$ cat src/rtl/uart_rx_deserializer_pkg.sv
// Shared definitions for the UART receive path.
// Holds the receiver FSM state encoding, line-level constants, default
// frame parameters and a counter-width helper.
// No ports (package).
package uart_rx_deserializer_pkg;

  typedef enum logic [2:0] {
    ST_IDLE  = 3'd0,
    ST_START = 3'd1,
    ST_DATA  = 3'd2,
    ST_STOP  = 3'd3,
    ST_BREAK = 3'd4
  } rx_state_e;

  localparam int DEF_CLK_DIV    = 2;
  localparam int DEF_OVERSAMPLE = 16;
  localparam int DEF_DATA_BITS  = 8;

  localparam logic LINE_IDLE   = 1'b1;
  localparam logic START_LEVEL = 1'b0;
  localparam logic STOP_LEVEL  = 1'b1;

  // Width of a counter that must hold values 0..n-1 (never narrower than 1).
  function automatic int cnt_width(input int n);
    return (n <= 2) ? 1 : $clog2(n);
  endfunction

endpackage

$ cat src/rtl/uart_baud_tick.sv
// Oversample tick generator.
// Counts clk_sis cycles 0..CLK_DIV-1 and pulses tick for one cycle at the
// wrap. A synchronous restart forces the count back to 0 so the tick phase
// can be aligned to an external event (e.g. a start-bit edge).
// Ports:
//   clk_sis  in   system clock
//   rst      in   asynchronous active-high reset
//   restart  in   synchronous counter clear
//   tick     out  one-cycle pulse every CLK_DIV cycles
module uart_baud_tick
  import uart_rx_deserializer_pkg::*;
#(
  parameter int CLK_DIV = DEF_CLK_DIV
) (
  input  logic clk_sis,
  input  logic rst,
  input  logic restart,
  output logic tick
);

  localparam int CW = cnt_width(CLK_DIV);
  localparam logic [CW-1:0] CNT_LAST = CW'(CLK_DIV - 1);

  logic [CW-1:0] cnt_q, cnt_d;

  always_comb begin
    cnt_d = cnt_q + 1'b1;
    if (restart || (cnt_q == CNT_LAST)) cnt_d = '0;
  end

  always_ff @(posedge clk_sis or posedge rst) begin
    if (rst) cnt_q <= '0;
    else     cnt_q <= cnt_d;
  end

  assign tick = (cnt_q == CNT_LAST);

endmodule

$ cat src/rtl/uart_rx_deserializer.sv
// UART 8N1 receiver with one-entry holding register.
// Synchronises rx, oversamples it with uart_baud_tick, recovers frames
// (start low, DATA_BITS data LSB-first, stop high) and presents each byte
// with a valid/ack handshake. Reports framing errors and overruns.
// Ports:
//   clk_sis        in   system clock
//   rst            in   asynchronous active-high reset
//   rx             in   serial line, idle high, asynchronous
//   rx_ack         in   one-cycle pop of the holding register
//   rx_data        out  received byte, stable while rx_valid
//   rx_valid       out  holding register full
//   framing_error  out  one-cycle pulse when the stop bit is sampled low
//   overrun        out  sticky, a frame completed while rx_valid was set
//   busy           out  FSM not idle
module uart_rx_deserializer
  import uart_rx_deserializer_pkg::*;
#(
  parameter int CLK_DIV    = DEF_CLK_DIV,
  parameter int OVERSAMPLE = DEF_OVERSAMPLE,
  parameter int DATA_BITS  = DEF_DATA_BITS
) (
  input  logic                 clk_sis,
  input  logic                 rst,
  input  logic                 rx,
  input  logic                 rx_ack,
  output logic [DATA_BITS-1:0] rx_data,
  output logic                 rx_valid,
  output logic                 framing_error,
  output logic                 overrun,
  output logic                 busy
);

  localparam int TW = cnt_width(OVERSAMPLE);
  localparam int BW = cnt_width(DATA_BITS);
  localparam logic [TW-1:0] TICK_LAST = TW'(OVERSAMPLE - 1);
  localparam logic [TW-1:0] HALF_LAST = TW'(OVERSAMPLE / 2 - 1);
  localparam logic [BW-1:0] BIT_LAST  = BW'(DATA_BITS - 1);

  logic                 rx_meta_q, rx_s_q;
  rx_state_e            state_q, state_d;
  logic [TW-1:0]        tick_cnt_q, tick_cnt_d;
  logic [BW-1:0]        bit_idx_q, bit_idx_d;
  logic [DATA_BITS-1:0] shreg_q, shreg_d;
  logic [DATA_BITS-1:0] rx_data_q, rx_data_d;
  logic                 rx_valid_q, rx_valid_d;
  logic                 overrun_q, overrun_d;
  logic                 ferr_q, ferr_d;
  logic                 tick, restart, deliver;

  // Two-flop synchroniser; resets to the idle line level.
  always_ff @(posedge clk_sis or posedge rst) begin
    if (rst) begin
      rx_meta_q <= LINE_IDLE;
      rx_s_q    <= LINE_IDLE;
    end else begin
      rx_meta_q <= rx;
      rx_s_q    <= rx_meta_q;
    end
  end

  // Restarting the divider on the start edge puts the sampling phase
  // a fixed distance from the edge regardless of where the divider was.
  assign restart = (state_q == ST_IDLE) && (rx_s_q == START_LEVEL);

  uart_baud_tick #(.CLK_DIV(CLK_DIV)) u_baud_tick (
    .clk_sis (clk_sis),
    .rst     (rst),
    .restart (restart),
    .tick    (tick)
  );

  // FSM: state register
  always_ff @(posedge clk_sis or posedge rst) begin
    if (rst) state_q <= ST_IDLE;
    else     state_q <= state_d;
  end

  // FSM: next state
  always_comb begin
    state_d = state_q;
    case (state_q)
      ST_IDLE:
        if (rx_s_q == START_LEVEL) state_d = ST_START;
      ST_START:
        if (tick && tick_cnt_q == HALF_LAST)
          state_d = (rx_s_q == START_LEVEL) ? ST_DATA : ST_IDLE;
      ST_DATA:
        if (tick && tick_cnt_q == TICK_LAST && bit_idx_q == BIT_LAST)
          state_d = ST_STOP;
      ST_STOP:
        if (tick && tick_cnt_q == TICK_LAST)
          state_d = (rx_s_q == STOP_LEVEL) ? ST_IDLE : ST_BREAK;
      ST_BREAK:
        if (rx_s_q == LINE_IDLE) state_d = ST_IDLE;
      default:
        state_d = ST_IDLE;
    endcase
  end

  // FSM: outputs
  always_comb begin
    busy = (state_q != ST_IDLE);
  end

  // Counters, shift register and holding register
  always_comb begin
    tick_cnt_d = tick_cnt_q;
    bit_idx_d  = bit_idx_q;
    shreg_d    = shreg_q;
    rx_data_d  = rx_data_q;
    rx_valid_d = rx_valid_q;
    overrun_d  = overrun_q;
    ferr_d     = 1'b0;
    deliver    = 1'b0;

    case (state_q)
      ST_IDLE: begin
        tick_cnt_d = '0;
        bit_idx_d  = '0;
      end
      ST_START:
        if (tick) begin
          if (tick_cnt_q == HALF_LAST) begin
            tick_cnt_d = '0;
            bit_idx_d  = '0;
          end else begin
            tick_cnt_d = tick_cnt_q + 1'b1;
          end
        end
      ST_DATA:
        if (tick) begin
          if (tick_cnt_q == TICK_LAST) begin
            tick_cnt_d = '0;
            // LSB arrives first, so shifting in from the top leaves it at bit 0.
            shreg_d    = {rx_s_q, shreg_q[DATA_BITS-1:1]};
            bit_idx_d  = bit_idx_q + 1'b1;
          end else begin
            tick_cnt_d = tick_cnt_q + 1'b1;
          end
        end
      ST_STOP:
        if (tick) begin
          if (tick_cnt_q == TICK_LAST) begin
            tick_cnt_d = '0;
            if (rx_s_q == STOP_LEVEL) deliver = 1'b1;
            else                      ferr_d  = 1'b1;
          end else begin
            tick_cnt_d = tick_cnt_q + 1'b1;
          end
        end
      default: ;
    endcase

    if (rx_ack && rx_valid_q) begin
      rx_valid_d = 1'b0;
      overrun_d  = 1'b0;
    end
    // An ack in the delivery cycle frees the slot for the new byte.
    if (deliver) begin
      if (!rx_valid_q || rx_ack) begin
        rx_data_d  = shreg_q;
        rx_valid_d = 1'b1;
      end else begin
        overrun_d  = 1'b1;
      end
    end
  end

  always_ff @(posedge clk_sis or posedge rst) begin
    if (rst) begin
      tick_cnt_q <= '0;
      bit_idx_q  <= '0;
      shreg_q    <= '0;
      rx_data_q  <= '0;
      rx_valid_q <= 1'b0;
      overrun_q  <= 1'b0;
      ferr_q     <= 1'b0;
    end else begin
      tick_cnt_q <= tick_cnt_d;
      bit_idx_q  <= bit_idx_d;
      shreg_q    <= shreg_d;
      rx_data_q  <= rx_data_d;
      rx_valid_q <= rx_valid_d;
      overrun_q  <= overrun_d;
      ferr_q     <= ferr_d;
    end
  end

  assign rx_data       = rx_data_q;
  assign rx_valid      = rx_valid_q;
  assign overrun       = overrun_q;
  assign framing_error = ferr_q;

endmodule

$ cat config.mk
export PLATFORM = sky130hd
export DESIGN_NAME = uart_rx_deserializer
export DESIGN_NICKNAME = d
export VERILOG_FILES = /design/src/rtl/uart_rx_deserializer_pkg.sv /design/src/rtl/uart_baud_tick.sv /design/src/rtl/uart_rx_deserializer.sv
export SDC_FILE = /design/constraint.sdc
export NUM_CORES = 1
export LEC_CHECK = 0
export CAP_MARGIN = 20
export CORE_MARGIN = 3
export CORE_UTILIZATION = 58
export DETAILED_ROUTE_END_ITERATION = 12
export PLACE_DENSITY_LB_ADDON = 0.25
export SLEW_MARGIN = 10
export SYNTH_ARGS = -nofsm -noshare
export SYNTH_HDL_FRONTEND = slang
export SYNTH_HIERARCHICAL = 1
export SYNTH_SLANG_ARGS = --single-unit
$ cat constraint.sdc
create_clock -name clk_sis -period 3.75 [get_ports clk_sis]
set_input_delay 0.5625 -clock clk_sis [delete_from_list [all_inputs] [get_ports clk_sis]]
set_output_delay 0.5625 -clock clk_sis [all_outputs]
set_load 0.02 [all_outputs]
# Word-level counts from Yosys, hierarchy flattened

Index checks and enable logic that the tools add are counted.

Add/subtract/negate cells: 3
Eq/ne operators: 17
Muxes and demuxes: 33
Bitwise logic cells: 1
Reductions and logical operators: 18

Operators by type and width:

| kind                  | number |
|---|---|
| $mux W3               | 10 |
| $mux W4               | 4 |
| $mux W1               | 15 |
| $pmux W3 S5           | 1 |
| $ne A2 B2 Y1 const B  | 7 |
| $pmux W4 S3           | 1 |
| $reduce_and A5 Y1     | 2 |
| $pmux W3 S3           | 1 |
| $reduce_bool A3 Y1    | 3 |
| $eq A3 B2 Y1 const B  | 2 |
| $eq A3 B3 Y1 const B  | 2 |
| $ne A2 B1 Y1 const B  | 3 |
| $reduce_and A3 Y1     | 2 |
| $logic_and A1 B1 Y1   | 5 |
| $add A4 B1 Y4 const B | 1 |
| $eq A4 B3 Y1 const B  | 1 |
| $eq A4 B4 Y1 const B  | 1 |
| $add A3 B1 Y3 const B | 1 |
| $eq A3 B1 Y1 const B  | 1 |
| $logic_not A3 Y1      | 1 |
| $logic_or A1 B1 Y1    | 2 |
| $mux W2               | 1 |
| $reduce_and A2 Y1     | 1 |
| $reduce_or A2 Y1      | 1 |
| 3 further kinds       | 3 |

Register bits after elaboration: 32
Bits of input ports: 4
Output and inout port bits: 12
Word-level logic and storage cells: 83

# Depth between registers and ports, before layout

Word-level depth: 5
Depth in mapped cells: 6
Gate-level depth less buffers: 6

# By module

Netlist, hierarchy kept.

By module, submodules not included:

| module               | times used | cells an instance | area an instance (um^2) | sequential area each (um^2) |
|---|---|---|---|---|
| uart_rx_deserializer | 1          | 109               | 1348.8                  | 778.2 |
| uart_baud_tick       | 1          | 3                 | 32.5                    | 25.0 |

# Least setup slack after synthesis

No wires, ideal clock.

Kind: reg-to-reg
From: reg tick_cnt_q[0]
To: reg rx_data_q[0], in the netlist rx_data[0]
Library setup time: 0.127 ns
Data arrival time: 1.672 ns
Setup slack: 1.950 ns
Cell stages (with the launch flop): 7
Clock period less this slack: 1.800 ns
Path through: dfrtp_1 -> ha_1 -> nand3_2 -> nor4b_4 -> and3_1 -> buf_4 -> mux2_1

Word-level cells in the longest chain between the ends: 5

Ends and longest elaborated chain:

| what                        | line                        | RTL |
|---|---|---|
| from (decl)                 | uart_rx_deserializer.sv:41  | `logic [TW-1:0] tick_cnt_q, tick_cnt_d;` |
| from (signal assigned)      | uart_rx_deserializer.sv:179 | `tick_cnt_q <= tick_cnt_d;` |
| $eq A4 B4 Y1                | uart_rx_deserializer.sv:143 | `if (tick_cnt_q == TICK_LAST) begin` |
| $mux W1                     | uart_rx_deserializer.sv:143 |  |
| $mux W1                     | uart_rx_deserializer.sv:142 | `if (tick) begin` |
| $mux W1                     | uart_rx_deserializer.sv:116 | `case (state_q)` |
| $reduce_and A2 Y1 (no line) | --                          |  |
| to (signal assigned)        | uart_rx_deserializer.sv:182 | `rx_data_q <= rx_data_d;` |
| to (decl)                   | uart_rx_deserializer.sv:44  | `logic [DATA_BITS-1:0] rx_data_q, rx_data_d;` |

Every way passes these cells.
A chain may end at the register's enable or synchronous reset.

# Worst setup path in the final report

From: reg state_q[1]
To: out busy

Word-level cells in the longest chain between the ends: 1

Ends and longest elaborated chain:

| what                   | line                        | RTL |
|---|---|---|
| from (decl)            | uart_rx_deserializer.sv:40  | `rx_state_e state_q, state_d;` |
| from (signal assigned) | uart_rx_deserializer.sv:75  | `else state_q <= state_d;` |
| $reduce_bool A3 Y1     | uart_rx_deserializer.sv:102 | `busy = (state_q != ST_IDLE);` |
| to (decl)              | uart_rx_deserializer.sv:30  | `output logic busy` |

Every way passes these cells.

==> qor.csv <==
metric,value,unit
status,completed,
Place WS,1515,ps
clock latency on the worst-skew pair,330,ps
fmax,415.0,MHz
CP max FO,8,
worst min path class,flop to flop,
count of pins over their slew limit,0,
period utilisation layout,0.6425,
core box area,2233,um2
vias in the first global route,874,
postcts setup bufs,0,
Reg2Reg Setup Slack,1580,ps
worst path arrival time,1850,ps
Via density,5.550,
CP Cell Sequence,nor2_1 -> nand2_1 -> clkdlybuf4s50_1,
Initial DRC Count,18,
min Tclk post-route,2409,ps
CP Depth,3,
Required @ worst endpoint,3190,ps
port bufs,15,
Initial Util,0.6185,
syn_nets,119,
largest net degree at the start of global routing,31,
post-DP HPWL,1673,um
"Cell Area, Synth",1381,um2
TNS Setup,0,ps
Ys Warns,6,
GPL Wtd Cong,0.8865,
area grow syn2layout,20.29,%
worst r2r path cells,5,
CP max-delay cell,clkdlybuf4s50_1,
Die Ht,54.80,um
final wirelength,2457,um
FILL cells,167,
Via Count,888,
"Buf+Inv Stages, Crit Path",1,
dominant synthesized flop cell,dfrtp_1,
fin nets,138,
deepest clock path buffer count,2,
Critical path origin,state_q[1],
crit path capture type,primary output,
Async SR Flop Fraction,1.000,
worst stage delay on the critical path,550,ps
RSZ-0062 raised after global routing,false,
VDD IR max,0.5400,mV
Clk network pwr share,0.285,
Comb pwr share,0.202,
TritonCTS Buffers,5,
first-pass GRT wire length,3953,um
"Distinct cells, synth",34,
clk sink count,32,
H-tree levels,2,
dominant cell type by area after synthesis,dfrtp_1,
Area contributors post-synth,"dfrtp_1, mux2_1, dfstp_2, ha_1, nor2_1",
Final Hold Fails,0,
gr usage total,0.1962,
DR WL/cell,15.36,um
cells after synthesis,112,
floorplan die area,3003,um2
max_cap viols,0,
post-synth top area share,0.5435,
GR Overflow Total,0,
slew margin rel.,0.6701,
multi-input combinational cell area,535.5,um2
row count,17,
Post-CTS Resized,0,
Seq cells post-synth,32,
measured slew at the worst slew-check pin,490.8,ps
FF-to-FF End,rx_data[5],
I/O Pins,16,
switching share of power,0.3156,
Chip Width,54.80,um
initial antenna violation count,0,
1st-pass router iterations,4,
worst flop-to-flop path startpoint,tick_cnt_q[0],
Remaining DRCs,0,
startpoint type of the worst setup path,flop,
sequential share of the synthesized area,0.5815,
clock skew,19.45,ps
P_int,0.6058,mW
final setup vio count,0,
sequential fraction of design power,0.513,
setup ws final,1341,ps
"Avg Cell Area, Syn",12.33,um2
Crit path max-delay family,buffers and inverters,
Worst-path clk slew,90,ps
CTS tree,yes,
Reg area,803.3,um2
switching power,0.2794,mW
Clock Tree Root,clkbuf_4,
pwr dens,532.8,nW/um2
number of synthesized flops with an enable pin,0,
share of cells above drive strength 1,0.1288,
"Worst Path Class, Setup",flop to primary output,
ant diodes,0,
antenna-violating nets left,0,
Leakage,0.8076,nW
Critical path destination,busy,
"Hold-fix buffers, CTS",0,
## layout make-up
type | instances | area share
Multi-Input combinational cell | 69 | 0.3223
Tap cell | 28 | 0.02108
Sequential cell | 32 | 0.4834
Clock buffer | 6 | 0.02485
Timing Repair Buffer | 18 | 0.1160
Clock inverter | 2 | 0.02108
Inverter | 5 | 0.01130
## cell usage after synthesis, types with 2 or more instances
cell type	instances
a22o_1	2
clkbuf_1	2
ha_1	3
dfstp_2	2
dfrtp_1	30
o21ai_1	3
a21oi_1	4
nor3_1	3
nand3_1	4
nand2b_1	2
nand2_1	6
nor2b_1	2
mux2_1	16
nor2_1	7
inv_1	5
buf_2	3
## flip-flops by register name (all words and copies together), names as in the netlist
register	cells
rx_data	8
shreg_q	8
tick_cnt_q	4
bit_idx_q	3
state_q	3
framing_error	1
overrun	1
rx_meta_q	1
rx_s_q	1
rx_valid	1
u_baud_tick/tick	1
## logic make-up after synthesis
group                    synth area share
AO/OA/AOI/OAI                     0.08878
adder cells (fa/ha/maj)           0.02718
buffers and inverters             0.03533
flip-flops                         0.5815
multiplexers                       0.1458
AND/OR/NAND/NOR                    0.1214
## layer usage
layer  routed length, um  track usage
met5                   0            0
met4                  51       0.1037
met3                  96      0.06267
met2                1150       0.2815
met1                1160       0.2624
## layout by cell type (no fill, tap or decap), types with 2 or more instances in the layout
cell type / Yosys / layout
a22o_1: 2 / 2
clkdlybuf4s50_1: 0 / 15
mux2_1: 16 / 16
a21oi_1: 4 / 4
buf_4: 1 / 2
nand2_1: 6 / 6
nor3_1: 3 / 3
o21ai_1: 3 / 3
nor2_1: 7 / 7
nand3_1: 4 / 4
nor2b_1: 2 / 2
inv_1: 5 / 5
dfrtp_1: 30 / 30
nand2b_1: 2 / 2
clkbuf_4: 0 / 5
ha_1: 3 / 3
dfstp_2: 2 / 2
## through the flow
| step | hold WS, ps | power, mW | cells | area [um2] | util |
|---|---|---|---|---|---|
| 2_1_floorplan | 291.2 | 0.5823 | 112 | 1381 | - |
| 3_3_place_gp | 349.0 | 0.6170 | 150 | 1550 | 0.6941 |
| 3_5_place_dp | 351.7 | 0.6312 | 150 | 1550 | 0.6941 |
| 4_1_cts | 365.0 | 0.8822 | 158 | 1627 | 0.7283 |
| 5_1_grt | 372.4 | 0.9316 | 160 | 1662 | 0.7440 |
| 6_report | 364.3 | 0.8853 | 160 | 1662 | 0.7440 |
## power groups by stage
stage	registers, mW	logic [mW]	clock network [mW]
2_1_floorplan	0.424	0.158	0
3_3_place_gp	0.453	0.164	0
3_5_place_dp	0.456	0.175	0
4_1_cts	0.451	0.175	0.256
5_1_grt	0.459	0.199	0.274
6_report	0.455	0.179	0.252
## worst min path at each step
stage                     cells after the start                to  slack, ps  startpoint
after floorplan                               1  u_baud_tick/tick        290         rst
after global placement                        0            rx_s_q        350   rx_meta_q
after CTS                                     0            rx_s_q        370   rx_meta_q
after detailed placement                      0            rx_s_q        350   rx_meta_q
final                                         0            rx_s_q        360   rx_meta_q
after global routing                          0            rx_s_q        370   rx_meta_q
(Power assumes the default switching activity.)
